$ cat src/rtl/cmos_capture_pkg.sv
// Shared constants, FSM encoding and pixel payload type for the CMOS capture block.
package cmos_pkg;

    localparam int unsigned H_ACTIVE_DEF    = 640;
    localparam int unsigned V_ACTIVE_DEF    = 480;
    localparam int unsigned SKIP_FRAMES_DEF = 10;

    localparam int unsigned BYTE_W      = 8;
    localparam int unsigned PIX_W       = 16;
    localparam int unsigned CNT_W       = 11;
    localparam int unsigned FRAME_CNT_W = 16;
    localparam int unsigned SKIP_CNT_W  = 16;

    typedef enum logic [1:0] {
        WAIT_CFG = 2'd0,
        WAIT_VS  = 2'd1,
        SKIP     = 2'd2,
        CAPTURE  = 2'd3
    } cap_state_e;

    // RGB565 pixel as it arrives on the byte bus: high byte first
    typedef struct packed {
        logic [BYTE_W-1:0] hi;
        logic [BYTE_W-1:0] lo;
    } pixel_t;

    // Saturating increment for the 11-bit line/pixel counters
    function automatic logic [CNT_W-1:0] sat_inc(input logic [CNT_W-1:0] v);
        return (v == {CNT_W{1'b1}}) ? v : v + CNT_W'(1);
    endfunction

endpackage

$ cat src/rtl/cmos_capture_if.sv
// Camera byte bus in, packed pixel stream out.
interface cmos_capture_if;
    import cmos_pkg::*;

    logic              cmos_vsyn;
    logic              cmos_href;
    logic [BYTE_W-1:0] cmos_data;
    logic [PIX_W-1:0]  pix_data;
    logic              pix_valid;

    // Sensor/system side: drives the camera pins, consumes pixels
    modport master (
        output cmos_vsyn,
        output cmos_href,
        output cmos_data,
        input  pix_data,
        input  pix_valid
    );

    // Capture block side
    modport slave (
        input  cmos_vsyn,
        input  cmos_href,
        input  cmos_data,
        output pix_data,
        output pix_valid
    );

endinterface

$ cat src/rtl/cmos_capture_byte_packer.sv
// Stage-1 pin registers, edge detection and byte-pair to RGB565 packing.
module cmos_byte_packer
    import cmos_pkg::*;
(
    input  logic              cmos_pclk,
    input  logic              rst_pclk,
    input  logic              cmos_vsyn,
    input  logic              cmos_href,
    input  logic [BYTE_W-1:0] cmos_data,
    input  logic              capture_en,
    output logic [PIX_W-1:0]  pix_data,
    output logic              pix_valid,
    output logic              line_armed,
    output logic              vsyn_rise_c,
    output logic              vsyn_fall_c,
    output logic              href_fall_c,
    output logic              pix_stb_c,
    output logic              dangling_c
);

    logic              vsyn_s1;
    logic              href_s1;
    logic [BYTE_W-1:0] data_s1;
    logic              vsyn_s2;
    logic              href_s2;
    logic              byte_phase;
    logic [BYTE_W-1:0] hi_byte;
    pixel_t            pix_q;
    logic              byte_take_c;

    // Register the pins once; keep one cycle of history for edge detection
    always_ff @(posedge cmos_pclk) begin
        if (rst_pclk) begin
            vsyn_s1 <= 1'b0;
            href_s1 <= 1'b0;
            data_s1 <= '0;
            vsyn_s2 <= 1'b0;
            href_s2 <= 1'b0;
        end else begin
            vsyn_s1 <= cmos_vsyn;
            href_s1 <= cmos_href;
            data_s1 <= cmos_data;
            vsyn_s2 <= vsyn_s1;
            href_s2 <= href_s1;
        end
    end

    assign vsyn_rise_c = vsyn_s1 & ~vsyn_s2;
    assign vsyn_fall_c = ~vsyn_s1 & vsyn_s2;
    assign href_fall_c = ~href_s1 & href_s2;

    // A byte is taken only on a line that started inside the captured frame
    assign byte_take_c = capture_en & line_armed & href_s1;
    assign pix_stb_c   = byte_take_c & byte_phase;
    // Even byte held but href already gone: the pixel can never complete
    assign dangling_c  = byte_phase & ~href_s1;

    // Arm only after href is seen low in capture, so a line in progress at frame entry is ignored
    always_ff @(posedge cmos_pclk) begin
        if (rst_pclk) begin
            line_armed <= 1'b0;
        end else if (!capture_en) begin
            line_armed <= 1'b0;
        end else if (!href_s1) begin
            line_armed <= 1'b1;
        end
    end

    // Even byte to the high half, odd byte completes the pixel
    always_ff @(posedge cmos_pclk) begin
        if (rst_pclk) begin
            byte_phase <= 1'b0;
            hi_byte    <= '0;
            pix_q      <= '0;
            pix_valid  <= 1'b0;
        end else begin
            pix_valid <= 1'b0;
            if (!byte_take_c) begin
                byte_phase <= 1'b0;
            end else if (!byte_phase) begin
                hi_byte    <= data_s1;
                byte_phase <= 1'b1;
            end else begin
                pix_q.hi   <= hi_byte;
                pix_q.lo   <= data_s1;
                pix_valid  <= 1'b1;
                byte_phase <= 1'b0;
            end
        end
    end

    assign pix_data = pix_q;

endmodule

$ cat src/rtl/cmos_capture.sv
// Frame capture control: start-up skip, frame/line bookkeeping and length checking.
module cmos_capture
    import cmos_pkg::*;
#(
    parameter int unsigned H_ACTIVE    = H_ACTIVE_DEF,
    parameter int unsigned V_ACTIVE    = V_ACTIVE_DEF,
    parameter int unsigned SKIP_FRAMES = SKIP_FRAMES_DEF
)
(
    input  logic                   cmos_pclk,
    input  logic                   rst_pclk,
    input  logic                   cfg_done,
    cmos_capture_if.slave          cam,
    output logic                   frame_start,
    output logic                   frame_done,
    output logic [CNT_W-1:0]       line_cnt,
    output logic [FRAME_CNT_W-1:0] frame_cnt,
    output logic                   err_sticky
);

    cap_state_e             state_q;
    cap_state_e             state_nxt;
    logic [SKIP_CNT_W-1:0]  skip_cnt;
    logic [CNT_W-1:0]       pix_cnt;
    logic [CNT_W-1:0]       line_cnt_eff;

    logic capture_en_c;
    logic frame_start_c;
    logic frame_end_c;
    logic skip_inc_c;
    logic line_end_c;

    logic line_armed;
    logic vsyn_rise_c;
    logic vsyn_fall_c;
    logic href_fall_c;
    logic pix_stb_c;
    logic dangling_c;

    // Pin staging and pixel packing
    cmos_byte_packer u_packer (
        .cmos_pclk   (cmos_pclk),
        .rst_pclk    (rst_pclk),
        .cmos_vsyn   (cam.cmos_vsyn),
        .cmos_href   (cam.cmos_href),
        .cmos_data   (cam.cmos_data),
        .capture_en  (capture_en_c),
        .pix_data    (cam.pix_data),
        .pix_valid   (cam.pix_valid),
        .line_armed  (line_armed),
        .vsyn_rise_c (vsyn_rise_c),
        .vsyn_fall_c (vsyn_fall_c),
        .href_fall_c (href_fall_c),
        .pix_stb_c   (pix_stb_c),
        .dangling_c  (dangling_c)
    );

    // FSM state register
    always_ff @(posedge cmos_pclk) begin
        if (rst_pclk) begin
            state_q <= WAIT_CFG;
        end else begin
            state_q <= state_nxt;
        end
    end

    // Next state; losing configuration overrides everything
    always_comb begin
        state_nxt = state_q;
        if (!cfg_done) begin
            state_nxt = WAIT_CFG;
        end else begin
            case (state_q)
                WAIT_CFG: state_nxt = WAIT_VS;
                WAIT_VS: begin
                    if (vsyn_fall_c) begin
                        state_nxt = (skip_cnt < SKIP_CNT_W'(SKIP_FRAMES)) ? SKIP : CAPTURE;
                    end
                end
                SKIP:     if (vsyn_rise_c) state_nxt = WAIT_VS;
                CAPTURE:  if (vsyn_rise_c) state_nxt = WAIT_VS;
                default:  state_nxt = WAIT_CFG;
            endcase
        end
    end

    // FSM decodes; capture enable looks at the next state so pix_valid never outlives CAPTURE
    always_comb begin
        capture_en_c  = 1'b0;
        frame_start_c = 1'b0;
        frame_end_c   = 1'b0;
        skip_inc_c    = 1'b0;
        line_end_c    = 1'b0;
        capture_en_c  = (state_nxt == CAPTURE);
        frame_start_c = (state_q == WAIT_VS) && (state_nxt == CAPTURE);
        frame_end_c   = (state_q == CAPTURE) && (state_nxt == WAIT_VS);
        skip_inc_c    = (state_q == SKIP) && (state_nxt == WAIT_VS);
        line_end_c    = (state_q == CAPTURE) && href_fall_c && line_armed;
    end

    // A line ending in the same cycle as the frame is counted before the frame check
    assign line_cnt_eff = line_end_c ? sat_inc(line_cnt) : line_cnt;

    // Skip counter, cleared whenever configuration is lost
    always_ff @(posedge cmos_pclk) begin
        if (rst_pclk) begin
            skip_cnt <= '0;
        end else if (!cfg_done) begin
            skip_cnt <= '0;
        end else if (skip_inc_c && (skip_cnt < SKIP_CNT_W'(SKIP_FRAMES))) begin
            skip_cnt <= skip_cnt + SKIP_CNT_W'(1);
        end
    end

    // Pixels in the current line
    always_ff @(posedge cmos_pclk) begin
        if (rst_pclk) begin
            pix_cnt <= '0;
        end else if (frame_start_c || href_fall_c) begin
            pix_cnt <= '0;
        end else if (pix_stb_c) begin
            pix_cnt <= sat_inc(pix_cnt);
        end
    end

    // Frame pulses, line/frame counters and sticky length error
    always_ff @(posedge cmos_pclk) begin
        if (rst_pclk) begin
            frame_start <= 1'b0;
            frame_done  <= 1'b0;
            line_cnt    <= '0;
            frame_cnt   <= '0;
            err_sticky  <= 1'b0;
        end else begin
            frame_start <= frame_start_c;
            frame_done  <= frame_end_c;
            if (frame_start_c) begin
                line_cnt <= '0;
            end else begin
                line_cnt <= line_cnt_eff;
            end
            if (frame_end_c) begin
                frame_cnt <= frame_cnt + FRAME_CNT_W'(1);
            end
            if (line_end_c && (pix_cnt != CNT_W'(H_ACTIVE))) begin
                err_sticky <= 1'b1;
            end
            if (dangling_c) begin
                err_sticky <= 1'b1;
            end
            if (frame_end_c && (line_cnt_eff != CNT_W'(V_ACTIVE))) begin
                err_sticky <= 1'b1;
            end
        end
    end

endmodule

$ cat src/flat_wrapper.sv
// flat-port wrapper written by rule: the top's interface ports become plain ports
module cmos_capture_flat import cmos_pkg::*;
#(
    parameter int unsigned H_ACTIVE    = H_ACTIVE_DEF,
    parameter int unsigned V_ACTIVE    = V_ACTIVE_DEF,
    parameter int unsigned SKIP_FRAMES = SKIP_FRAMES_DEF
)
  (cmos_pclk, rst_pclk, cfg_done, frame_start, frame_done, line_cnt, frame_cnt, err_sticky, cam_cmos_vsyn, cam_cmos_href, cam_cmos_data, cam_pix_data, cam_pix_valid);
  cmos_capture_if cam_i ();
  input  logic cmos_pclk;
  input  logic rst_pclk;
  input  logic cfg_done;
  output logic frame_start;
  output logic frame_done;
  output logic [CNT_W-1:0] line_cnt;
  output logic [FRAME_CNT_W-1:0] frame_cnt;
  output logic err_sticky;
  input wire logic [$bits(cam_i.cmos_vsyn)-1:0] cam_cmos_vsyn;
  input wire logic [$bits(cam_i.cmos_href)-1:0] cam_cmos_href;
  input wire logic [$bits(cam_i.cmos_data)-1:0] cam_cmos_data;
  output wire logic [$bits(cam_i.pix_data)-1:0] cam_pix_data;
  output wire logic [$bits(cam_i.pix_valid)-1:0] cam_pix_valid;
  assign cam_i.cmos_vsyn = cam_cmos_vsyn;
  assign cam_i.cmos_href = cam_cmos_href;
  assign cam_i.cmos_data = cam_cmos_data;
  assign cam_pix_data = cam_i.pix_data;
  assign cam_pix_valid = cam_i.pix_valid;
  cmos_capture #(.H_ACTIVE(H_ACTIVE), .V_ACTIVE(V_ACTIVE), .SKIP_FRAMES(SKIP_FRAMES)) u_core (.cmos_pclk(cmos_pclk), .rst_pclk(rst_pclk), .cfg_done(cfg_done), .cam(cam_i), .frame_start(frame_start), .frame_done(frame_done), .line_cnt(line_cnt), .frame_cnt(frame_cnt), .err_sticky(err_sticky));
endmodule
$ cat config.mk
export PLATFORM = sky130hd
export DESIGN_NAME = cmos_capture_flat
export DESIGN_NICKNAME = d
export VERILOG_FILES = /design/src/rtl/cmos_capture_pkg.sv /design/src/rtl/cmos_capture_if.sv /design/src/rtl/cmos_capture_byte_packer.sv /design/src/rtl/cmos_capture.sv /design/src/flat_wrapper.sv
export SDC_FILE = /design/constraint.sdc
export NUM_CORES = 1
export LEC_CHECK = 0
export CAP_MARGIN = 10
export CELL_PAD_IN_SITES_DETAIL_PLACEMENT = 1
export CELL_PAD_IN_SITES_GLOBAL_PLACEMENT = 1
export CORE_MARGIN = 4
export CORE_UTILIZATION = 42
export CTS_BUF_LIST = sky130_fd_sc_hd__clkbuf_4
export DETAILED_ROUTE_END_ITERATION = 12
export GPL_TIMING_DRIVEN = 0
export HOLD_SLACK_MARGIN = 0.08
export PLACE_DENSITY = 0.93
export SLEW_MARGIN = 30
export SYNTH_ARGS = -nofsm -noshare
export SYNTH_HDL_FRONTEND = slang
export SYNTH_SLANG_ARGS = --single-unit
$ cat constraint.sdc
create_clock -name cmos_pclk -period 2.6 [get_ports cmos_pclk]
set_input_delay 0.65 -clock cmos_pclk [delete_from_list [all_inputs] [get_ports cmos_pclk]]
set_output_delay 0.65 -clock cmos_pclk [all_outputs]
set_load 0.02 [all_outputs]
* Word level (Yosys, flattened, before mapping) *
Cells that the tools add are included.

word-level totals
  bits in registers = 98
  word-level logic and storage cells = 80
  input port bits = 13

cells by class
  muxes and demuxes = 12
  add/subtract/negate cells = 4
  equal/unequal tests = 9
  bitwise operators = 15
  magnitude comparators = 1
  reduce and logical (&&, ||, !) cells = 20

operators with widths
  cell                     count
  $add A16 B1 Y16 const B  2
  $add A11 B1 Y11 const B  2
  $eq A11 B11 Y1 const B   2
  $mux W11                 2
  $lt A16 B4 Y1 const B    1
  $reduce_or A2 Y1         6
  $ne A11 B10 Y1 const B   1
  $ne A11 B9 Y1 const B    1
  $logic_and A1 B1 Y1      8
  $not A1 Y1               8
  $and A1 B1 Y1            7
  $eq A2 B2 Y1 const B     3
  $mux W1                  6
  $mux W2                  3
  $pmux W2 S3              1
  $reduce_and A2 Y1        3
  $eq A2 B1 Y1 const B     2
  $reduce_bool A3 Y1       1
  $logic_not A2 Y1         1
  $logic_or A1 B1 Y1       1

* Logic depth before layout (Yosys ltp) *
Gate-level depths: netlist (run 1).

  depth after elaboration = 10
  mapped depth = 9
  mapped depth without buffers = 8

* Modules after synthesis *
From an unflattened synthesis (run 1), not the netlist that was laid out.

second synthesis, totals
  cell total of the unflattened synthesis = 425
  area total of the unflattened synthesis = 4078.9 um2

by module, submodules not included
  module            sequential area each (um2)  times used  area each (um2)  cells each
  cmos_capture      1181.1                      1           2640.0           299
  cmos_byte_packer  780.7                       1           1438.9           126

* Worst setup path after synthesis (run 1) *
Ideal clock, no wire load.

  path type = register -> register
  start = register u_core.line_cnt[0]
  end = register u_core.err_sticky
  path slack = 349 ps
  library setup time = 134 ps
  data required time = 2466 ps
  stages on the path, launching flop included = 9
  data arrival time = 2117 ps
  period minus slack after synthesis = 2251 ps
  cell sequence = dfxtp_1 -> ha_1 -> and3_1 -> buf_4 -> nand4_1 -> o21a_1 -> or3_1 -> a2111oi_2 -> a31oi_1

between the ends
  longest elaborated chain between the ends = 6

RTL lines
  item                                                                   RTL line                RTL
  start, declared                                                        cmos_capture.sv:16      output logic [CNT_W-1:0] line_cnt,
  start signal, assigned                                                 cmos_capture.sv:140     line_cnt <= line_cnt_eff;
  $add A11 B1 Y11 / $eq A11 B11 Y1 (equally long branches)               cmos_capture_pkg.sv:29  return (v == {CNT_W{1'b1}}) ? v : v + CNT_W'(1);
  $mux W11                                                               cmos_capture_pkg.sv:29
  $mux W11 *                                                             cmos_capture.sv:102     assign line_cnt_eff = line_end_c ? sat_inc(line_cnt) : line_cnt;
  $ne A11 B9 Y1 *                                                        cmos_capture.sv:151     if (frame_end_c && (line_cnt_eff != CNT_W'(V_ACTIVE))) begin
  $logic_and A1 B1 Y1 *                                                  cmos_capture.sv:151
  $reduce_bool A3 Y1 (no source line) / $mux W1 (equally long branches)  --
  end signal, assigned                                                   cmos_capture.sv:146     err_sticky <= 1'b1;
  end signal, assigned                                                   cmos_capture.sv:149     err_sticky <= 1'b1;
  end signal, assigned                                                   cmos_capture.sv:152     err_sticky <= 1'b1;
  end, declared                                                          cmos_capture.sv:18      output logic err_sticky

Mark *: on every way between the ends. The rest lies on a longest branch, timed or not.
A chain may end at the register's enable or synchronous reset.

* Worst setup path in the final report (run 1) *
Ends and elaborated chain as after synthesis.

==> summary.md, run 1 <==
| Metric | Value |
|---|---|
| FF-to-FF setup slack | 0.27 ns |
| Fmax achieved | 0.430 GHz |
| RR Endpoint | u_core.err_sticky |
| CTS Buffer Depth | 2 |
| Main flop type after synthesis | dfxtp_1 |
| First-pass GRT wire length | 18300 um |
| Clk_lat worst skew | 0.45 ns |
| Min-delay worst type | reg -> reg |
| Status | complete, no violations |
| Post-Syn Instances | 448 |
| Slew headroom | 0.609 |
| Initial antenna violation count | 0 |
| Number of flops mapped to enable cells by yosys | 0 |
| Sw frac | 0.260 |
| Share of cells above drive strength 1 | 0.0650 |
| Net Sw Power | 0.622 mW |
| Multiplexer area fraction after synthesis | 0.0375 |
| CTS Buf Count | 9 |
| Height of the die | 106 um |
| Worst reg2reg path startpoint | u_core.line_cnt[0] |
| Pin count of the biggest net entering global routing | 20 |
| GRT overflow | 0 |
| Crit path kind | reg -> reg |
| Post-CTS Setup Bufs | 0 |
| Clk sink count | 98 |
| Slew at the pin closest to its max-slew limit | 0.586 ns |
| Adder-cell area share of the yosys netlist | 0.0156 |
| Post-DP Area | 4750 um2 |
| Simple-gate portion of the synthesized area | 0.280 |
| Final wirelength | 10700 um |
| P_leak | 1.78 nW |
| Sequential Power Share | 0.636 |
| Clock power share | 0.328 |
| Clk_skew | 0.0197 ns |
| Vias in the first global route | 3707 |
| Worst Hold Path EP | u_core.u_packer.pix_data[3] |
| Area of the mapped netlist | 4000 um2 |
| Residual DRC | 0 |
| Worst IR drop on VDD | 0.274 mV |
| Comb pwr share | 0.035 |
| Clock Pin Slew Worst Setup and Hold Paths | 0.16 ns |
| Mean Syn Cell Area | 8.93 um2 |
| Syn nets | 466 |
| FP Rows | 35 |
| Number of I/O port buffers | 59 |
| Die ar. | 11100 um2 |
| WL per Instance | 16.4 um |
| Ports | 60 |
| Sequential-to-total area share from yosys stat | 0.490 |
| Synth Area in Compound Gates | 0.0785 |
| Worst Setup Start Kind | flip-flop |
| Ys Warns | 0 |
| Initial Utilization | 0.433 |
| Flops & latches, synth | 98 |
| First DRT Iteration DRCs | 105 |
| Largest family of logic cells by synthesized area | simple AND/OR/NAND/NOR gates |
| Data required time of the worst path | 2.94 ns |
| P per Cell Area | 488 nW/um2 |
| Reg2Reg Depth | 8 |
| Number of fill cells | 1084 |
| H-tree Lvls | 3 |
| Total GRT Usage | 0.200 |
| Count of final hold-check violations | 0 |
| Final design utilization | 0.531 |
| Hold_buf cts | 0 |
| Crit path max fanout | 9 |
| Routed Antenna Nets | 0 |
| RSZ-0062 raised after global routing | false |
| Fin. max-slew vios | 0 |
| Setup violators final | 0 |
| Hold Path Stages | 2 |
| Hold wc startpoint | u_core.u_packer.pix_data[3] |
| CTS tree | built |
| Maxcap violations | 0 |
| Number of vias per cell | 5.33 |
| Pint | 1.77 mW |
| Count of cell types in the netlist | 44 |
| Post-synth ARST share | 0 |
| CP endpoint kind | flip-flop |
| Minimum clock period | 2.33 ns |
| Placer Congestion | 0.822 |
| Core box area | 9240 um2 |
| Die Span X | 106 um |
| Root buf cell | clkbuf_4 |
| WP data arrival | 2.66 ns |
| Finished Cell Area | 4900 um2 |
| First drt pass iteration count | 4 |
| Routed via count | 3474 |
| # diodes | 0 |
| P&R area growth vs syn | 22.6% |
| Detailed Place HPWL | 7830 um |
| Final nets | 536 |
| Xor/xnor share of the synthesized area | 0.0613 |
| Final Cycle Share | 0.895 |
state kept, by name (all words and copies together), names as in the netlist, 2 cells and up:
| signal | cells |
|---|---|
| u_core.frame_cnt | 16 |
| u_core.pix_cnt | 11 |
| u_core.state_q | 2 |
| u_core.u_packer.hi_byte | 8 |
| u_core.u_packer.data_s1 | 8 |
| u_core.line_cnt | 11 |
| u_core.skip_cnt | 16 |
| u_core.u_packer.pix_data | 16 |
layer usage:
layer,track usage,share of wire
met5,0,0
met4,0.0490,0.011
met3,0.0423,0.028
met2,0.353,0.52
met1,0.249,0.44
power groups by stage:
| stage | sequential, mW | clock, mW | combinational, mW |
|---|---|---|---|
| finish | 1.52 | 0.784 | 0.0848 |
| detailed placement | 1.55 | 0 | 0.0832 |
| CTS | 1.52 | 0.804 | 0.0837 |
| global placement | 1.55 | 0 | 0.0789 |
| global route | 1.52 | 0.874 | 0.0928 |
| floorplan | 1.55 | 0 | 0.0438 |
synthesized netlist by cell type (all sizes together) (5+ instances only):
| library cell | n | area, um2 |
|---|---|---|
| nor2b | 14 | 90.1 |
| inv | 9 | 33.8 |
| nand4 | 17 | 106 |
| nand2 | 41 | 154 |
| buf | 8 | 42.5 |
| nor2 | 54 | 203 |
| nor4 | 7 | 50.1 |
| ha | 5 | 62.6 |
| nand2b | 5 | 31.3 |
| xnor2 | 8 | 70.1 |
| o21ai | 8 | 40.0 |
| dfxtp | 98 | 1960 |
| a21oi | 23 | 115 |
| mux2i | 15 | 150 |
| clkbuf | 18 | 68.8 |
| or3 | 6 | 37.5 |
| and3 | 22 | 138 |
| xor2 | 20 | 175 |
| nand3 | 34 | 170 |
layout make-up:
cell class              count  area, um2  share of cell area
multi-input cells         315       1900               0.388
repair buffers             59        591               0.120
plain buffers              26        114              0.0232
flip-flops and latches     98       1960               0.400
clock buffers               9       67.6              0.0138
inverters                   9       33.8             0.00689
well taps                 129        161              0.0329
clock inverters             7       68.8              0.0140
repair_timing:
action / in CTS / in global routing
resized for setup: 0 / 6
hold endpoints to repair: 0 / 0
endpoints found under the setup margin: 0 / 23
how the worst max path moves through the flow:
stage                                  start                 end  slack, ns  cells past startpoint
after floorplan           u_core.line_cnt[0]   u_core.err_sticky       0.35                      8
after global placement              cfg_done  u_core.line_cnt[8]      -0.33                      6
after detailed placement            cfg_done  u_core.line_cnt[3]      -0.41                      6
after CTS                           cfg_done  u_core.line_cnt[3]       0.07                      6
after global routing      u_core.line_cnt[0]   u_core.err_sticky       0.10                      9
final                     u_core.line_cnt[0]   u_core.err_sticky       0.27                      8
logic make-up (layout without fill, tap and decap cells):
family | Yosys count | count (layout)
multiplexers | 15 | 15
flip-flops | 98 | 98
buffers and inverters | 35 | 110
AND/OR/NAND/NOR | 217 | 217
XOR/XNOR | 28 | 28
adder cells (fa/ha/maj) | 5 | 5
AO/OA/AOI/OAI | 50 | 50
layout by cell type, fill, tap and decap left out, types with 4 or more instances in the layout:
cell type	netlist	layout
dfxtp_1	98	98
clkdlybuf4s50_1	0	59
nor2_1	54	54
nand2_1	41	41
nand3_1	34	34
a21oi_1	23	23
and3_1	22	22
xor2_1	20	20
nand4_1	17	17
clkbuf_1	17	15
mux2i_1	15	15
nor2b_1	13	13
inv_1	9	9
clkbuf_4	0	9
o21ai_0	8	8
xnor2_1	8	8
buf_2	7	7
or3_1	6	6
nor4_1	6	5
nand2b_1	5	5
ha_1	5	5
inv_6	0	4
worst max-delay path, stage by stage, from the launching register on:
cell and delay, ns:
dfxtp_1 0.51, ha_1 0.26, and3_1 0.17, buf_4 0.15, nand4_1 0.10, o21a_1 0.22
or3_1 0.33, a2111oi_2 0.37, a31oi_1 0.12
stage by stage:
stage	total power [mW]	hold WS, ns	TNS, ns	cells	setup slack [ns]
3_5_place_dp	1.64	0.459	-10.88	636	-0.410
6_report	2.39	0.478	0	652	0.272
5_1_grt	2.49	0.495	0	652	0.101
3_3_place_gp	1.63	0.445	-7.39	636	-0.326
4_1_cts	2.41	0.480	0	652	0.0722
2_1_floorplan	1.59	0.432	0	448	0.349
No activity file was read; power rests on OpenSTA's default activity.
==> run 2, diff against run 1 <==
ABC_AREA = 1   (was default)
CORE_UTILIZATION = 44   (was 42)
PLACE_DENSITY = 0.95   (was 0.93)
clock period = 2.83 ns   (was 2.6 ns; I/O delays follow)
==> run 2 against run 1 <==
Effect of this change:
- hold slack worse by 0.036 ns
- synthesized cell count increased by 28%
- critical path depth decreased by 7
- combinational power shrank 13%
- clock power down 7.4%
- first-iteration DRC count up 35%
- critical path type is now reg -> out
- largest power group unchanged
==> summary.md, run 2 <==
| Metric | Value |
|---|---|
| Worst Hold Path EP | u_core.skip_cnt[4] |
| Residual DRC | 0 (unchanged) |
| Worst reg2reg path startpoint | u_core.line_cnt[0] |
| Worst IR drop on VDD | 0.253 mV (-7.8%) |
| Min-delay worst type | reg -> reg |
| Detailed Place HPWL | 8790 um (+12%) |
| Number of flops mapped to enable cells by yosys | 0 (unchanged) |
| Post-synth ARST share | 0 (unchanged) |
| Area of the mapped netlist | 4220 um2 (+5.6%) |
| P per Cell Area | 430 nW/um2 (-12%) |
| Main flop type after synthesis | dfxtp_1 |
| Setup TNS | 0 ns (unchanged) |
| WP data arrival | 1.64 ns (-1.02 ns) |
| RR Endpoint | u_core.err_sticky |
| Fmax achieved | 0.426 GHz |
| Post-CTS Setup Bufs | 0 (unchanged) |
| P_leak | 2.02 nW (+13%) |
| FF-to-FF setup slack | 0.70 ns (+0.43 ns) |
| Synth area leader | dfxtp_1 |
| Post-cts repair resize count | 0 (unchanged) |
| CP endpoint kind | output pin |
| # diodes | 0 (unchanged) |
| First-pass GRT wire length | 20300 um (+11%) |
| Post-Syn Instances | 575 (+28%) |
| Final wirelength | 12100 um (+13%) |
| GRT overflow | 0 (unchanged) |
| Final setup margin | 0.482 ns (+0.210 ns) |
| CTS Buf Count | 9 (unchanged) |
| Hold Path Stages | 2 (unchanged) |
| Hold_buf cts | 0 (unchanged) |
| Worst path slowest cell | clkdlybuf4s50_1 |
| P&R area growth vs syn | 20.8% |
| CTS tree | built |
| Die Span X | 106 um (+0.37%) |
| Worst Setup Start Kind | flip-flop |
| Cell with the most instances after synthesis | nor2_1 |
| Worst path cell trace | clkdlybuf4s50_1 |
| Fin. max-slew vios | 0 (unchanged) |
| Final nets | 663 (+24%) |
| Slew at the pin closest to its max-slew limit | 0.562 ns (-0.0239 ns) |
| First DRT Iteration DRCs | 142 (+35%) |
| Hold wc startpoint | u_core.skip_cnt[4] |
| Initial antenna violation count | 0 (unchanged) |
| Clk sink count | 98 (unchanged) |
| Crit-path max cell delay | 0.66 ns (+0.15 ns) |
| Count of final hold-check violations | 0 (unchanged) |
| Post-synth top cells | nor2_1, nand2_1, dfxtp_1 |
| Most common cell after layout, fill and taps aside | nor2_1 |
| Crit path kind | reg -> out |
| Clk_skew | 0.0181 ns (-0.00162 ns) |
| Yosys top cell area share | 0.464 (-0.0260) |
| Top cell family by delay on the critical path | buffers and inverters |
| Count of cell types in the netlist | 33 (-25%) |
| Routed Antenna Nets | 0 (unchanged) |
| Placement Setup Slack | 0.324 ns (+0.734 ns) |
| CTS Buffer Depth | 2 (unchanged) |
| Data required time of the worst path | 2.12 ns (-0.82 ns) |
| Clk_lat worst skew | 0.48 ns (+0.03 ns) |
| Final Cycle Share | 0.830 |
| Top cells by area, synth | dfxtp_1, nor2_1, nand2_1, inv_1, nand3_1 |
| Mean Syn Cell Area | 7.35 um2 (-18%) |
| Ports | 60 (unchanged) |
| Ys Warns | 0 (unchanged) |
| Status | complete, no violations |
| Total GRT Usage | 0.224 (+0.0244) |
| Flops & latches, synth | 98 (unchanged) |
| WL per Instance | 15.5 um (-5.7%) |
| Height of the die | 106 um (+0.37%) |
| Sequential-to-total area share from yosys stat | 0.464 (-0.0260) |
| Maxcap violations | 0 (unchanged) |
| Vias in the first global route | 4372 (+18%) |
| Number of I/O port buffers | 59 (unchanged) |
| Share of cells above drive strength 1 | 0.0600 (-0.00501) |
| Die ar. | 11200 um2 (+0.74%) |
| Core box area | 9280 um2 (+0.47%) |
| Number of vias per cell | 5.17 (-3.0%) |
| Routed via count | 4026 (+16%) |
| Syn nets | 593 (+27%) |
| H-tree Lvls | 3 (unchanged) |
| Minimum clock period | 2.35 ns |
| First drt pass iteration count | 5 (+1) |
| Pin count of the biggest net entering global routing | 19 (-5.0%) |
| Placer Congestion | 0.847 (+3.0%) |
| FP Rows | 35 (unchanged) |
| Setup violators final | 0 (unchanged) |
| Clock Pin Slew Worst Setup and Hold Paths | 0.17 ns (about the same) |
| RSZ-0062 raised after global routing | false |
| Crit path max fanout | 7 (-2) |
| Root buf cell | clkbuf_4 |
| Initial Utilization | 0.455 (+0.0221) |
| CP Buf/Inv Count | 1 (unchanged) |
| Slew headroom | 0.625 (+0.0159) |
| Most frequent cells in the layout | nor2_1, nand2_1, dfxtp_1, inv_1, clkdlybuf4s50_1 |
| Reg2Reg Depth | 12 (+4) |
-- run 2: cell type report --
type / instances / area, um2
Fill cell: 1206 / 4180
Sequential cell: 98 / 1960
Multi-Input combinational cell: 397 / 1930
Timing Repair Buffer: 59 / 591
Inverter: 63 / 239
Tap cell: 129 / 161
Buffer: 17 / 97.6
Clock buffer: 9 / 67.6
Clock inverter: 7 / 60.1
-- run 2: through the flow --
step | hold WS, ns | total power [mW] | util | cells | area [um2]
after floorplan | 0.408 | 1.46 | - | 575 | 4220
after global placement | 0.415 | 1.49 | 0.536 | 763 | 4980
after detailed placement | 0.423 | 1.50 | 0.536 | 763 | 4980
after CTS | 0.443 | 2.21 | 0.550 | 779 | 5100
after global routing | 0.464 | 2.29 | 0.550 | 779 | 5100
final | 0.441 | 2.20 | 0.550 | 779 | 5100
-- run 2: logic make-up (layout without fill, tap and decap cells) --
family          Yosys count  in the layout  share of synthesized area
xor+xnor                 18             18                     0.0373
mux                       1              1                    0.00237
fa+ha+maj                 5              5                     0.0148
compound gates           72             72                     0.0921
buf+inv                  80            155                     0.0797
simple gates            301            301                      0.309
flops                    98             98                      0.464
-- run 2: worst max-delay path by stage --
stage / from / endpoint / slack (ns) / depth (start not counted)
finish: u_core.frame_cnt[4] / frame_cnt[4] / 0.48 / 1
floorplan: u_core.line_cnt[0] / u_core.err_sticky / 1.01 / 12
detailed placement: cfg_done / u_core.u_packer.pix_data[5] / 0.32 / 8
global route: u_core.frame_cnt[4] / frame_cnt[4] / 0.38 / 1
global placement: cfg_done / u_core.u_packer.hi_byte[2] / 0.40 / 8
CTS: u_core.frame_cnt[4] / frame_cnt[4] / 0.48 / 1
-- run 2: layer usage --
metal	wire (um)	track usage
met4	250	0.0786
met2	6430	0.429
met1	4980	0.239
met3	419	0.0522
met5	0	0
-- run 2: power breakdown --
| group | switching [mW] | total [mW] | internal [mW] |
|---|---|---|---|
| clock | 0.530 | 0.726 | 0.196 |
| combinational | 0.0468 | 0.0738 | 0.0271 |
| sequential | 0.00607 | 1.40 | 1.39 |
| total | 0.583 | 2.20 | 1.61 |
-- run 2: worst reg2reg max path: stages (launching register included) --
cell	delay, ns
dfxtp_1	0.44
ha_1	0.21
nand2_1	0.13
nor2_4	0.17
nand3_1	0.27
nand2_1	0.26
nand2_1	0.07
nand2_1	0.09
nand3_1	0.10
nor2_1	0.12
nand2_1	0.08
nand2_1	0.06
nand2_1	0.06
==> run 3, diff against run 2 <==
CORE_UTILIZATION = 37   (was 44)
PLACE_DENSITY = 0.9   (was 0.95)
clock period = 1.9 ns   (was 2.83 ns; I/O delays follow)
==> run 3 against run 2 <==
Effect of this change:
- global-route usage fell by 4.4 points
- combinational power rose by 44%
- via count fell by 2.8%
- total power rose by 52%
- critical path type is now in -> reg
- clock skew fell by 0.0054 ns
==> summary.md, run 3 (same netlist as run 2, synthesis figures left out) <==
| Metric | Value |
|---|---|
| Pin count of the biggest net entering global routing | 18 (-1) |
| CTS tree | built |
| Number of I/O port buffers | 59 (unchanged) |
| Fmax achieved | 0.548 GHz |
| Routed via count | 3914 (-2.8%) |
| CTS Buffer Depth | 2 (unchanged) |
| Placer Congestion | 0.798 (-5.8%) |
| CP endpoint kind | flip-flop |
| Ports | 60 (unchanged) |
| Crit path max fanout | 4 (-3) |
| Slew at the pin closest to its max-slew limit | 0.487 ns (-0.0745 ns) |
| Min-delay worst type | reg -> reg |
| Setup violators final | 0 (unchanged) |
| Worst Setup Start Kind | input pin |
| First DRT Iteration DRCs | 192 (+35%) |
| Data required time of the worst path | 2.29 ns (+0.17 ns) |
| P&R area growth vs syn | 22.8% |
| Clock power share | 0.348 (+0.017) |
| Share of cells above drive strength 1 | 0.0885 (+0.0285) |
| Die ar. | 13200 um2 (+17%) |
| FF-to-FF setup slack | 0.14 ns (-0.56 ns) |
| Pint | 2.52 mW (+56%) |
| First drt pass iteration count | 4 (-1) |
| Status | complete, no violations |
| Fin. max-slew vios | 0 (unchanged) |
| Core box area | 11000 um2 (+18%) |
| Minimum clock period | 1.83 ns |
| Sequential Power Share | 0.620 (-0.016) |
| P per Cell Area | 646 nW/um2 (+50%) |
| Clock Pin Slew Worst Setup and Hold Paths | 0.16 ns (about the same) |
| Maxcap violations | 0 (unchanged) |
| Comb pwr share | 0.032 (-0.002) |
| CTS Buf Count | 9 (unchanged) |
| Vias in the first global route | 4146 (-5.2%) |
| Root buf cell | clkbuf_4 |
| RSZ-0062 raised after global routing | true |
| WL per Instance | 14.4 um (-6.9%) |
| FP Rows | 38 (+8.6%) |
| H-tree Lvls | 3 (unchanged) |
| Final nets | 668 (+0.75%) |
| Residual DRC | 0 (unchanged) |
| Final Cycle Share | 0.961 |
| # diodes | 0 (unchanged) |
| Detailed Place HPWL | 8340 um (-5.1%) |
| Most frequent cells in the layout | nor2_1, nand2_1, dfxtp_1, inv_1, dlygate4sd2_1 |
| DP Cell Count | 774 (+1.4%) |
| Die Span X | 115 um (+8.4%) |
| Layout Cells excl Fill | 795 (+2.1%) |
| Slew headroom | 0.675 (+0.0497) |
| Clk_skew | 0.0127 ns (-0.00537 ns) |
| Initial Utilization | 0.385 (-0.0704) |
| WP data arrival | 2.22 ns (+0.58 ns) |
| Number of fill cells | 1379 (+14%) |
| Clk sink count | 98 (unchanged) |
| Height of the die | 115 um (+8.4%) |
| Final wirelength | 11500 um (-5.0%) |
| Hold Path Stages | 2 (unchanged) |
| First-pass GRT wire length | 19400 um (-4.3%) |
| Crit path kind | in -> reg |
| Net Sw Power | 0.827 mW (+42%) |
| Most common cell after layout, fill and taps aside | nor2_1 |
| Routed Antenna Nets | 0 (unchanged) |
| Initial antenna violation count | 0 (unchanged) |
| Clk_lat worst skew | 0.46 ns (-0.02 ns) |
| Worst IR drop on VDD | 0.425 mV (+68%) |
| Total power draw | 3.35 mW (+52%) |
| Count of final hold-check violations | 0 (unchanged) |
| Sw frac | 0.247 (-0.0182) |
| Number of vias per cell | 4.92 (-4.7%) |
| GRT overflow | 0 (unchanged) |
| Reg2Reg Depth | 9 (-3) |
| P_leak | 2.30 nW (+14%) |
| Total GRT Usage | 0.181 (-0.0436) |
==> run 3: path summary, 6_finish.rpt <==
path / start / endpoint
setup / recovery: cfg_done / u_core.frame_cnt[7]
hold / removal: u_core.skip_cnt[9] / u_core.skip_cnt[9]
setup reg to reg: u_core.pix_cnt[0] / u_core.pix_cnt[2]
hold reg to reg: u_core.skip_cnt[9] / u_core.skip_cnt[9]
==> run 3: through the flow <==
stage | setup slack [ns] | instance area (um2) | hold slack [ns] | setup TNS [ns] | util
6_report | 0.0736 | 5190 | 0.440 | 0 | 0.472
5_1_grt | -0.0546 | 5190 | 0.466 | -0.332 | 0.472
4_1_cts | 0.0110 | 5090 | 0.443 | 0 | 0.463
3_5_place_dp | -0.353 | 4990 | 0.422 | -21.77 | 0.454
3_3_place_gp | -0.296 | 4990 | 0.415 | -17.77 | 0.454
2_1_floorplan | 0.0775 | 4220 | 0.408 | 0 | -
==> run 3: cell type report <==
type                       instances  area, um2  area share
buffer                            17        103      0.0198
clock buffer                       9       67.6      0.0130
clock inverter                     7       77.6      0.0150
inverter                          63        239      0.0461
multi-input combinational        397       1980       0.381
sequential                        98       1970       0.381
tap                              140        175      0.0338
timing repair buffer              64        573       0.110
==> run 3: metal layers <==
layer | GRT usage | routed length [um] | vias up
met5 | 0 | 0 | -
li1 | - | - | 1972
met1 | 0.217 | 4960 | 1841
met3 | 0.0337 | 429 | 22
met2 | 0.320 | 5830 | 79
met4 | 0.0689 | 247 | 0
==> run 3: power by group through the flow <==
| stage | logic [mW] | registers [mW] | clock network, mW |
|---|---|---|---|
| floorplan | 0.0581 | 2.12 | 0 |
| global placement | 0.102 | 2.12 | 0 |
| detailed placement | 0.106 | 2.12 | 0 |
| CTS | 0.106 | 2.08 | 1.19 |
| global route | 0.118 | 2.08 | 1.28 |
| finish | 0.106 | 2.08 | 1.17 |
==> run 3: critical path, stage by stage <==
cell and delay, ns:
clkdlybuf4s50_1 0.52, inv_1 0.11, a21oi_4 0.20, nand2_1 0.12
nor2_1 0.10, nand2_1 0.12, nor2_1 0.24, o21ai_0 0.16
nor2_1 0.18
==> run 3: timing repair <==
action,4_1_cts,5_1_grt
setup buffers,0,5
setup endpoints to repair,57,38
pin swaps,0,5
hold buffers,0,0
gates resized for setup,51,20
==> RTL change 1 (flow settings as in run 2) <==
Set the package constant `FRAME_CNT_W` to 24 (it was 16).
--- a/src/rtl/cmos_capture_pkg.sv
+++ b/src/rtl/cmos_capture_pkg.sv
@@ -9,5 +9,5 @@
     localparam int unsigned PIX_W       = 16;
     localparam int unsigned CNT_W       = 11;
-    localparam int unsigned FRAME_CNT_W = 16;
+    localparam int unsigned FRAME_CNT_W = 24;
     localparam int unsigned SKIP_CNT_W  = 16;
 
Ports: changed (resized frame_cnt); port bits go from 60 to 68. No check against the original RTL was run, so the function may have changed too.
==> RTL change 1 against run 2 <==
Via count increased by 14%. Wire length increased by 11%. Clock power decreased by 2%. Sequential share of layout area decreased by 0.94 points. Utilization decreased by 0.41 points. Setup slack got worse by 0.072 ns. Critical path type unchanged. Largest power group unchanged. Clock skew increased by 0.0023 ns. Synthesized area increased by 11%. Sequential cell count increased by 8. Total power increased by 4.3%. Hold slack got worse by 0.0015 ns. Final area increased by 11%.
==> RTL change 1: results (changes against run 2) <==
Layout
The number of nets in the final layout is 765 (+15%). The final non-filler cell area is 0.005658 mm^2 (+11%). The share of final-layout standard cells stronger than drive strength 1 is 0.04388 (-0.01612).

Global route
The maximum number of pins on one net before global-route repair came to 19 (unchanged). The number of antenna violations at the first check in global routing came to 0 (unchanged). The overall track demand over capacity in global routing is 0.2215 (-0.002878).

The wire length of the first global-routing pass is 22730 um (+12%). The number of global-route vias before repair was 4997 (+14%).

Timing
The worst clock skew is 0.02036 ns (+0.002307 ns). The worst slew margin relative to its limit came to 0.6053 (-0.02008).

Clocking
The clock-pin slew on the worst setup and hold paths is 0.17 ns (about the same). The maximum buffer depth of the clock tree was 2 (unchanged).

Drt
The via-per-instance ratio is 5.178 (+0.19%). The initial DRC count is 178 (+25%). The total routed wirelength is 13390 um (+11%).

The first-pass iteration count of the detailed router is 4 (-1).

Worst setup path
The most critical setup path has its startpoint at u_core.frame_cnt[0]$_SDFFE_PP0P_. The maximum fanout encountered on the critical timing path came to 8 (+1). The critical path is of the flip-flop to primary output type. The worst endpoint data arrival time was 1.71 ns (+0.07 ns). The count of cells along the worst register-to-register path is 9 (-3). The delay of the slowest cell on the worst path was 0.68 ns (+0.02 ns). The origin of the critical flop-to-flop path is u_core.state_q[0]$_SDFF_PP0_.

The kind of cell adding the most delay to the critical path is buffers and inverters. The endpoint identified for the worst register-to-register timing path is u_core.u_packer.hi_byte[5]$_SDFFE_PP0P_.

Place
The routability-driven placement congestion ratio is 0.9320 (+10%). The number of port buffers is 67 (+14%). The total half-perimeter wirelength after legalization and detailed placement is 10380 um (+18%). The setup slack at placement is 0.07716 ns (-0.2466 ns). The standard cell area after detailed placement is 0.005540 mm^2 (+11%).

Worst hold path
The end of the worst hold path is u_core.skip_cnt[11]$_SDFFE_PP0P_. In this run the most critical hold path is launched from u_core.skip_cnt[11]$_SDFFE_PP0P_. The worst hold path stage count is 2 (unchanged).

Power and ir drop
The leakage power of the design is 2.181 nW (+8.2%). The largest voltage drop on the vdd net is 0.2412 mV (-4.7%).

Synthesis
By count the netlist is led by nor2_1 (154), nand2_1 (130), dfxtp_1 (106). The total nets after synthesis is 687 (+16%). The portion of the post-synthesis area used by sequential elements came to 0.4515 (-0.01291). By area the synthesized netlist is led by dfxtp_1 (45%), nor2_1 (12%), nand2_1 (10%), inv_1 (5.3%), nand3_1 (4.9%).

Run status
The flow ran to the end, and the final reports show no timing, DRC or antenna violations.

Floorplan
The initial cell density of the core is 0.4532 (-0.001801).
[RTL change 1: changes by cell type in the layout (fill, tap and decap cells not counted), moves of 3 or more]
| cell | delta |
|---|---|
| nand3_1 | +10 |
| nor2_1 | +23 |
| nand2_1 | +31 |
| inv_1 | +7 |
| dfxtp_1 | +8 |
| xor2_1 | +4 |
| nor2_4 | -4 |
| clkdlybuf4s50_1 | +8 |
| a21oi_1 | +4 |
| inv_6 | +3 |
| nor3_1 | +12 |
[RTL change 1: cells by family after synthesis]
group	after synthesis	share of synthesized area
flip-flops	106	0.4515
AND/OR/NAND/NOR	365	0.3190
buffers and inverters	90	0.08307
adder cells (fa/ha/maj)	5	0.01331
AO/OA/AOI/OAI	80	0.09026
XOR/XNOR	23	0.04286
[RTL change 1: through the flow]
step / std cells / hold WS [ns]
3_3_place_gp: 872 / 0.4146
5_1_grt: 888 / 0.4625
4_1_cts: 888 / 0.4427
6_report: 888 / 0.4396
2_1_floorplan: 669 / 0.4083
3_5_place_dp: 872 / 0.4218
[RTL change 1: layout make-up]
| class | count | area [um^2] |
|---|---|---|
| sequential | 106 | 2122 |
| inverter | 68 | 255.2 |
| clock inverter | 7 | 50.05 |
| timing repair buffer | 67 | 670.6 |
| fill | 1392 | 4712 |
| buffer | 22 | 135.1 |
| clock buffer | 9 | 67.56 |
| tap | 136 | 170.2 |
| multi-input combinational | 473 | 2187 |
[RTL change 1: routing by layer]
metal  global-route usage  part of all wire
met3              0.02880             0.030
met2               0.4198              0.53
met4              0.09570             0.029
met1               0.2463              0.41
met5                    0                 0
[RTL change 1: how the worst max path moves through the flow]
stage	end	slack (ns)	depth (start not counted)
2_1_floorplan	u_core.err_sticky$_SDFFE_PP0P_	1.03	12
6_report	frame_cnt[0]	0.41	1
3_5_place_dp	u_core.u_packer.hi_byte[5]$_SDFFE_PP0P_	0.08	8
4_1_cts	frame_cnt[0]	0.39	1
3_3_place_gp	u_core.u_packer.hi_byte[0]$_SDFFE_PP0P_	0.23	8
5_1_grt	frame_cnt[0]	0.33	1
[RTL change 1: where the power goes]
group | switching (mW) | internal (mW)
combinational | 0.0432 | 0.0263
sequential | 0.00644 | 1.50
clock | 0.524 | 0.188
total | 0.573 | 1.72
==> RTL change 2 (config.mk and constraints of run 2) <==
Without the edit above. Make the reset (`rst_pclk`) asynchronous in 7 clocked blocks.
--- a/src/rtl/cmos_capture_byte_packer.sv
+++ b/src/rtl/cmos_capture_byte_packer.sv
@@ -30,5 +30,5 @@
 
     // Register the pins once; keep one cycle of history for edge detection
-    always_ff @(posedge cmos_pclk) begin
+    always_ff @(posedge cmos_pclk or posedge rst_pclk) begin
         if (rst_pclk) begin
             vsyn_s1 <= 1'b0;
@@ -57,5 +57,5 @@
 
     // Arm only after href is seen low in capture, so a line in progress at frame entry is ignored
-    always_ff @(posedge cmos_pclk) begin
+    always_ff @(posedge cmos_pclk or posedge rst_pclk) begin
         if (rst_pclk) begin
             line_armed <= 1'b0;
@@ -68,5 +68,5 @@
 
     // Even byte to the high half, odd byte completes the pixel
-    always_ff @(posedge cmos_pclk) begin
+    always_ff @(posedge cmos_pclk or posedge rst_pclk) begin
         if (rst_pclk) begin
             byte_phase <= 1'b0;
--- a/src/rtl/cmos_capture.sv
+++ b/src/rtl/cmos_capture.sv
@@ -57,5 +57,5 @@
 
     // FSM state register
-    always_ff @(posedge cmos_pclk) begin
+    always_ff @(posedge cmos_pclk or posedge rst_pclk) begin
         if (rst_pclk) begin
             state_q <= WAIT_CFG;
@@ -103,5 +103,5 @@
 
     // Skip counter, cleared whenever configuration is lost
-    always_ff @(posedge cmos_pclk) begin
+    always_ff @(posedge cmos_pclk or posedge rst_pclk) begin
         if (rst_pclk) begin
             skip_cnt <= '0;
@@ -114,5 +114,5 @@
 
     // Pixels in the current line
-    always_ff @(posedge cmos_pclk) begin
+    always_ff @(posedge cmos_pclk or posedge rst_pclk) begin
         if (rst_pclk) begin
             pix_cnt <= '0;
@@ -125,5 +125,5 @@
 
     // Frame pulses, line/frame counters and sticky length error
-    always_ff @(posedge cmos_pclk) begin
+    always_ff @(posedge cmos_pclk or posedge rst_pclk) begin
         if (rst_pclk) begin
             frame_start <= 1'b0;
Behaviour: same outputs for any inputs over 10 cycles, from zero or initial values and one cycle with rst_pclk high; that may be too few to reach the edited logic, so the function may still have changed.
==> RTL change 2 against run 2 <==
Clock skew shrank 0.0048 ns. Wire length up 4.7%. Setup slack gained 0.031 ns. Sequential share of layout area up 5.9 points. Global-route usage is 0.20 points higher. Sequential cell count unchanged. Non-clock buffer count is 2 lower. Synthesized area up 8.8%. Largest cell class unchanged. Final area is 8.4% higher. Critical path type unchanged. Cell count fell by 2.1%.
Power is not compared: it rests on default switching activity, and its combinational part moved more than twofold at a synthesized area within 25%.
==> RTL change 2: results (changes against run 2) <==
Timing
The worst hold margin came to 0.4332 ns (-0.007942 ns). The worst clock skew came to 0.01329 ns (-0.004759 ns).

Layout
The share of final-layout standard cells stronger than drive strength 1 is 0.05901 (-0.0009888). The final cell count without fillers is 763 (-2.1%). The number of fill cells was 1264 (+4.8%). The number of nets in the final layout is 641 (-3.3%).

Place
The standard cell area after detailed placement came to 0.005409 mm^2 (+8.7%). The routability-driven placement congestion ratio is 0.8607 (+1.6%). The number of port buffers came to 58 (-1.7%). The total half-perimeter wirelength after legalization and detailed placement is 9682 um (+10%). The number of placed instances with taps included came to 748 (-2.0%). The setup slack at placement is 0.4899 ns (+0.1661 ns).

Worst setup path
The worst endpoint data arrival time was 1.61 ns (-0.03 ns). The maximum fanout encountered on the critical timing path is 5 (-2). The origin of the critical flop-to-flop path is u_core.skip_cnt[6]$_DFFE_PP0P_. The worst register-to-register path ends at u_core.pix_cnt[7]$_DFFE_PP0P_. The launching element of the worst setup path is u_core.frame_cnt[13]$_DFFE_PP0P_. Following the worst setup path forward leads to its endpoint at frame_cnt[13].

Run status
The run finished with clean final reports.

Synthesis
After synthesis, the most frequently instantiated cells are nand2_1 (135), dfrtp_1 (98), inv_1 (81). The number of library cell types mapped by synthesis is 31 (-6.1%). The total nets after synthesis is 569 (-4.0%). The average instance area after synthesis is 8.338 um^2 (+14%). The share of async-settable or async-resettable flops after synthesis is 1.000 (+1.000).

Worst hold path
The path with the worst hold slack has its endpoint at u_core.u_packer.vsyn_s2$_DFF_PP0_. The worst hold path stage count is 0 (-2).

Global route
The number of global-route vias before repair is 4462 (+2.1%). The met3 track demand over resource in global routing was 0.04077 (-0.01145). The maximum number of pins on one net before global-route repair was 33 (+14). The overall track demand over capacity in global routing is 0.2264 (+0.001984). The met2 track demand over resource in global routing is 0.4094 (-0.01997).

Drt
The routed wire length on met2 is 6669 um (+3.7%). The via-per-instance ratio is 5.214 (+0.88%). The wire length on met3 is 441 um (+5.3%). The routed length on met1 is 5185 um (+4.2%).

Clocking
The clock-pin slew on the worst setup and hold paths is 0.14 ns (-0.03 ns).
[RTL change 2: changes by cell type in the layout (fill, tap and decap cells not counted), moves of 5 or more]
| cell | delta |
|---|---|
| a21oi_1 | -19 |
| buf_2 | +5 |
| clkbuf_1 | -8 |
| dfrtp_1 | +98 |
| dfxtp_1 | -98 |
| inv_1 | +21 |
| nand2_1 | +36 |
| nand3_1 | +25 |
| nor2_1 | -78 |
| xor2_1 | +7 |
[RTL change 2: layout make-up]
type                       count  area [um^2]  area share
inverter                      83        315.3     0.05701
buffer                        13        73.82     0.01335
clock inverter                 5        46.29    0.008371
tap                          136        170.2     0.03077
sequential                    98         2452      0.4434
multi-input combinational    357         1757      0.3176
clock buffer                  10        75.07     0.01357
timing repair buffer          61        640.6      0.1158
[RTL change 2: kinds of logic after synthesis]
family / count (synthesis) / synth area share
simple gates: 283 / 0.2737
flops: 98 / 0.5338
buf+inv: 96 / 0.08388
compound gates: 46 / 0.05120
xor+xnor: 23 / 0.04385
fa+ha+maj: 5 / 0.01362
